`src/rtl/ppcm_prog_nexys3.sv`:
```
// Purpose: write engine for the parallel PCM; programs a 32-bit word as two CFI half-word programs.
// Latency: ack in cycle 14P+1 after accept when the first poll is ready; each extra poll adds 2P.
// Backpressure: busy_o high while engaged; cs_i is ignored until busy_o drops at completion.
module ppcm_prog_nexys3 #(
  parameter int CLK_FREQ   = 100,
  parameter int ADDR_BITS  = 24,
  parameter int TIMEOUT_US = 1000
) (
  input  logic                 clk_i,
  input  logic                 rst_i,
  input  logic                 cs_i,
  input  logic [ADDR_BITS-3:0] addr_i,
  input  logic [31:0]          din_i,
  output logic                 busy_o,
  output logic                 ack_o,
  output logic                 err_o,
  output logic                 pcm_ce_n_o,
  output logic                 pcm_rst_n_o,
  output logic                 pcm_oe_n_o,
  output logic                 pcm_we_n_o,
  output logic [ADDR_BITS-2:0] pcm_addr_o,
  input  logic [15:0]          pcm_din_i,
  output logic [15:0]          pcm_dout_o,
  output logic                 pcm_dout_t_o
);

  // Cycles per bus phase, rounded up so each strobe level lasts at least 70 ns.
  localparam int P        = (CLK_FREQ * 70 + 999) / 1000;
  localparam int TO_LIMIT = TIMEOUT_US * CLK_FREQ;
  localparam int CW       = $clog2(2 * P);
  localparam int TW       = $clog2(TO_LIMIT + 1);

  localparam logic [CW-1:0] PH_LAST    = CW'(2 * P - 1);
  localparam logic [CW-1:0] PH_SAMPLE  = CW'(P - 1);
  localparam logic [CW-1:0] PH_HI_FROM = CW'(P);
  localparam logic [TW-1:0] TO_MAX     = TW'(TO_LIMIT);

  typedef enum logic [2:0] {
    S_IDLE, S_CMD, S_DATA, S_POLL, S_CLR, S_ARRAY, S_DONE
  } state_t;

  state_t                 state_q, state_d;
  logic [CW-1:0]          cnt_q, cnt_d;
  logic                   half_q, half_d;
  logic [ADDR_BITS-3:0]   addr_q, addr_d;
  logic [31:0]            din_q, din_d;
  logic                   err_q, err_d;
  logic                   rdy_q, rdy_d;
  logic                   fail_q, fail_d;
  logic [TW-1:0]          to_q, to_d;

  logic phase_end;
  logic strobe_low;

  // Status bits other than ready and the three error flags carry no meaning here.
  logic unused_sr;
  assign unused_sr = ^{pcm_din_i[15:8], pcm_din_i[6:5], pcm_din_i[2], pcm_din_i[0]};

  assign phase_end  = (cnt_q == PH_LAST);
  assign strobe_low = (cnt_q < PH_HI_FROM);

  // State and datapath registers with synchronous reset.
  always_ff @(posedge clk_i) begin
    if (rst_i) begin
      state_q <= S_IDLE;
      cnt_q   <= '0;
      half_q  <= 1'b0;
      addr_q  <= '0;
      din_q   <= '0;
      err_q   <= 1'b0;
      rdy_q   <= 1'b0;
      fail_q  <= 1'b0;
      to_q    <= '0;
    end else begin
      state_q <= state_d;
      cnt_q   <= cnt_d;
      half_q  <= half_d;
      addr_q  <= addr_d;
      din_q   <= din_d;
      err_q   <= err_d;
      rdy_q   <= rdy_d;
      fail_q  <= fail_d;
      to_q    <= to_d;
    end
  end

  // Next-state: phase counter, command sequencing, status decode and poll timeout.
  always_comb begin
    state_d = state_q;
    cnt_d   = cnt_q;
    half_d  = half_q;
    addr_d  = addr_q;
    din_d   = din_q;
    err_d   = err_q;
    rdy_d   = rdy_q;
    fail_d  = fail_q;
    to_d    = to_q;

    if (state_q != S_IDLE && state_q != S_DONE) begin
      cnt_d = phase_end ? '0 : cnt_q + CW'(1);
    end

    case (state_q)
      S_IDLE: begin
        if (cs_i) begin
          addr_d  = addr_i;
          din_d   = din_i;
          half_d  = 1'b0;
          err_d   = 1'b0;
          cnt_d   = '0;
          state_d = S_CMD;
        end
      end
      S_CMD: begin
        if (phase_end) state_d = S_DATA;
      end
      S_DATA: begin
        if (phase_end) begin
          state_d = S_POLL;
          to_d    = '0;
        end
      end
      S_POLL: begin
        // Timeout spans all polls of one half-word and saturates at its limit.
        if (to_q != TO_MAX) to_d = to_q + TW'(1);
        // Status is captured on the last cycle of the oe_n low window.
        if (cnt_q == PH_SAMPLE) begin
          rdy_d  = pcm_din_i[7];
          fail_d = pcm_din_i[4] | pcm_din_i[3] | pcm_din_i[1];
        end
        // Decisions wait for the end of the phase so oe_n is already high.
        if (phase_end) begin
          if (rdy_q) begin
            if (fail_q) begin
              err_d   = 1'b1;
              state_d = S_CLR;
            end else if (!half_q) begin
              half_d  = 1'b1;
              state_d = S_CMD;
            end else begin
              state_d = S_ARRAY;
            end
          end else if (to_q >= TO_MAX) begin
            err_d   = 1'b1;
            state_d = S_CLR;
          end
        end
      end
      S_CLR: begin
        if (phase_end) state_d = S_ARRAY;
      end
      S_ARRAY: begin
        if (phase_end) state_d = S_DONE;
      end
      S_DONE: begin
        state_d = S_IDLE;
      end
      default: begin
        state_d = S_IDLE;
      end
    endcase
  end

  // Pin drive per state; reset overrides everything in the same cycle.
  always_comb begin
    busy_o       = 1'b0;
    ack_o        = 1'b0;
    pcm_ce_n_o   = 1'b1;
    pcm_oe_n_o   = 1'b1;
    pcm_we_n_o   = 1'b1;
    pcm_dout_o   = 16'h0000;
    pcm_dout_t_o = 1'b1;
    pcm_addr_o   = {addr_q, half_q};
    err_o        = err_q;
    pcm_rst_n_o  = ~rst_i;

    case (state_q)
      S_CMD, S_DATA, S_CLR, S_ARRAY: begin
        busy_o       = 1'b1;
        pcm_ce_n_o   = 1'b0;
        pcm_dout_t_o = 1'b0;
        pcm_we_n_o   = ~strobe_low;
        case (state_q)
          S_CMD:   pcm_dout_o = 16'h0040;
          S_DATA:  pcm_dout_o = half_q ? din_q[31:16] : din_q[15:0];
          S_CLR:   pcm_dout_o = 16'h0050;
          default: pcm_dout_o = 16'h00FF;
        endcase
        // Read-array mode is restored at the even half of the word.
        if (state_q == S_ARRAY) pcm_addr_o = {addr_q, 1'b0};
      end
      S_POLL: begin
        busy_o     = 1'b1;
        pcm_ce_n_o = 1'b0;
        pcm_oe_n_o = ~strobe_low;
      end
      S_DONE: begin
        ack_o = 1'b1;
      end
      default: begin
        busy_o = 1'b0;
      end
    endcase

    if (rst_i) begin
      busy_o       = 1'b0;
      ack_o        = 1'b0;
      err_o        = 1'b0;
      pcm_ce_n_o   = 1'b1;
      pcm_oe_n_o   = 1'b1;
      pcm_we_n_o   = 1'b1;
      pcm_dout_o   = 16'h0000;
      pcm_dout_t_o = 1'b1;
      pcm_addr_o   = '0;
    end
  end

endmodule

```
`config.mk`:
```
export PLATFORM = sky130hd
export DESIGN_NAME = ppcm_prog_nexys3
export DESIGN_NICKNAME = d
export VERILOG_FILES = /design/src/rtl/ppcm_prog_nexys3.sv
export SDC_FILE = /design/constraint.sdc
export NUM_CORES = 1
export LEC_CHECK = 0
export ABC_CLOCK_PERIOD_IN_PS = 3190
export CORE_UTILIZATION = 50
export DETAILED_ROUTE_END_ITERATION = 7
export GPL_ROUTABILITY_DRIVEN = 0
export GPL_TIMING_DRIVEN = 0
export PLACE_DENSITY = 0.93
export REMOVE_ABC_BUFFERS = 1
export SYNTH_ARGS = -nofsm -noshare
export SYNTH_HDL_FRONTEND = slang
export SYNTH_SLANG_ARGS = --single-unit
```
`constraint.sdc`:
```
create_clock -name clk_i -period 3.19 [get_ports clk_i]
set_input_delay 0.638 -clock clk_i [delete_from_list [all_inputs] [get_ports clk_i]]
set_output_delay 0.638 -clock clk_i [all_outputs]
set_load 0.01 [all_outputs]
```
==> flow_metrics.py <==
metrics = {
    "run_status": {
        "status": "finished clean",
    },
    "synth": {
        "async_flop_share": 0,
        "synth_edf_count": 0,
        "ys_top_cells_by_count": "128 x nand2_1, 82 x dfxtp_1, 66 x a21oi_1",
        "yosysUniqueCellTypes": 48,
        "seq_area_frac_synth": 0.4212,
        "syn_area_um2": 3897,
        "syn_avg_cell_area_um2": 7.687,
        "syn_inst": 507,
        "yosysTopAreaCell": "dfxtp_1",
        "ys_ff_latch": 82,
        "synth.top_cell.area_share": 0.4212,
        "yosys_warnings": 0,
        "synth.area.top_cells": "dfxtp_1 42%, nand2_1 12%, a21oi_1 8.5%, nor2b_1 4.3%, mux2i_1 3.9%",
        "synth-main-ff-cell": "dfxtp_1",
        "yosysMostFrequentCell": "nand2_1",
    },
    "setup_path": {
        "cp-start-kind": "primary input",
        "reg2reg_depth": 5,
        "r2r_slack_ns": 0.62,
        "worstSetupPathType": "primary input to output port",
        "critPathRequiredTime_ns": 2.55,
        "r2r-start": "state_q[0]",
        "worstPathMaxFanout": 92,
        "cp.arrival_ns": 2.46,
        "r2r-end": "to_q[12]",
        "endpoint_kind": "output port",
    },
    "cells_and_area": {
        "area_growth_pct": 34.83,
        "design_area_um2": 5255,
        "diodes": 0,
        "drive_gt1_frac": 0.06020,
        "num-fill-cells": 486,
        "nets": 668,
        "post-route-util": 0.7093,
        "layout.cells.non_filler": 697,
        "multi_input_area_um2": 2072,
        "ff_latch_area_um2": 1644,
    },
    "route": {
        "vias": 3983,
        "drc": 0,
        "avgViaCountPerCell": 5.714,
        "drtAntennaViolNets": 0,
        "wl_per_cell_um": 15.74,
        "dr.pass1.iters": 5,
        "drt-total-wl_mm": 10.97,
        "dr.first_iter.drc_count": 489,
    },
    "sta": {
        "rsz0062_at_grt": "false",
        "fmax_mhz": 322.4,
        "relSlewSlack": 0.4443,
        "setup_viol": 0,
        "fin_worst_skew_ns": 0.009131,
        "slew_violations": 0,
        "hold_viol_final": 0,
        "period_share": 0.9724,
        "worstMarginPinSlew_ns": 0.8313,
        "finalSetupTns_ns": 0,
        "period_minus_slack_ns": 3.102,
        "fin_hold_ws_ns": 0.4545,
    },
    "die": {
        "io_pins": 120,
        "fp-row-count": 31,
        "coreArea_um2": 7408,
        "die_h_um": 90.29,
        "dieWidth_um": 90.29,
        "start_util": 0.5261,
        "die_area_um2": 8152,
    },
    "global_route": {
        "grt_first_pass_wirelength_mm": 17.68,
        "grt_usage": 0.2683,
        "grt_max_degree": 93,
        "grt_antenna_before_repair": 0,
        "grt_pass1_vias": 3888,
        "globalRouteOverflowTotal": 0,
    },
    "pwr": {
        "powerDensity_nw_per_um2": 616.9,
        "peakVddDrop_mv": 0.3989,
        "leakage_nw": 1.889,
    },
    "clocking": {
        "cts_tree": "yes",
        "numCtsBuffers": 9,
        "post_cts_buffers": 0,
        "clockBufferDepth": 2,
        "clkSlewWorstSetupHoldPaths_ns": 0.09,
        "htreeDepth": 3,
        "cts_root_buffer": "clkbuf_8",
        "clock_latency_ns": 0.37,
        "cts_sinks": 82,
    },
    "place": {
        "port-buffer-count": 107,
        "placedCellCount": 681,
        "placed_area_um2": 5010,
        "dp_hpwl_mm": 7.211,
    },
    "flow_run": {
        "drv_cap": 0,
    },
    "hold_path": {
        "min_path_cells": 2,
        "min_path_type": "register to register",
        "whs_endpoint": "addr_q[9]",
        "hp-start": "addr_q[9]",
    },
}
[logic make-up after synthesis]
logic type | synth area share
adder cells (fa/ha/maj) | 0.006420
AO/OA/AOI/OAI | 0.1560
multiplexers | 0.05008
flip-flops | 0.4212
AND/OR/NAND/NOR | 0.2876
buffers and inverters | 0.04944
XOR/XNOR | 0.02921
[cell type report]
type / instances / share of cell area
clock buffer: 10 / 0.02619
clock inverter: 6 / 0.01810
inverter: 7 / 0.005000
multi-input combinational: 379 / 0.3943
sequential: 82 / 0.3129
tap: 99 / 0.02357
timing repair buffer: 114 / 0.2200
[power breakdown]
part	total [mW]	switching, mW	internal (mW)
Clock	0.885	0.413	0.472
Combinational	1.06	0.572	0.486
Sequential	1.30	0.130	1.17
Total	3.24	1.11	2.13
[layout by cell type, fill, tap and decap left out, drive strengths merged, types with 10 or more instances in the layout]
cell,netlist,layout
nand2,128,128
clkdlybuf4s50,0,106
dfxtp,82,82
a21oi,66,66
nor2,39,39
nor2b,27,27
mux2i,15,15
xor2,12,12
o21ai,11,11
nor3,10,10
clkbuf,26,10
inv,7,10
[metrics by stage]
stage               worst slack (ns)  total power [mW]
floorplan                     -2.141             1.873
global placement              -5.478             2.211
detailed placement           -0.3228             2.341
CTS                         0.002177             3.225
global route                 0.01279             3.399
finish                       0.08814             3.242
[flip-flops by register name, summed over array words and instances (netlist names)]
| name | cells |
|---|---|
| din_q | 32 |
| fail_q | 1 |
| half_q | 1 |
| cnt_q | 4 |
| addr_q | 22 |
| to_q | 17 |
| rdy_q | 1 |
| err_q | 1 |
| state_q | 3 |
[per-layer routing]
metal	global-route usage	share of wire	wire [µm]	vias to the layer above
li1	-	-	-	1889
met1	0.2922	0.38	4214	1883
met2	0.4726	0.50	5497	174
met3	0.08754	0.083	907	37
met4	0.1210	0.032	352	0
met5	0	0	0	-
[worst max-delay path by stage]
stage	startpoint	slack, ns	endpoint
global route	state_q[2]	0.01	pcm_dout_o[1]
detailed placement	rst_i	-0.32	pcm_dout_o[1]
global placement	cs_i	-5.48	din_q[8]
finish	rst_i	0.09	pcm_we_n_o
floorplan	cs_i	-2.14	addr_q[0]
CTS	half_q	0.002	pcm_dout_o[4]
[timing repair]
item / 4_1_cts / 5_1_grt
setup endpoints to repair: 18 / 12
resized for setup: 3 / 2
hold buffers: 0 / 0
endpoints found under the hold margin: 0 / 0
[worst max-delay path: stages]
cell	delay, ns
buf_8	0.40
inv_1	0.35
o21ai_1	0.33
nand2b_1	0.16
clkdlybuf4s50_1	0.53
Power figures use the tool's default switching activity.
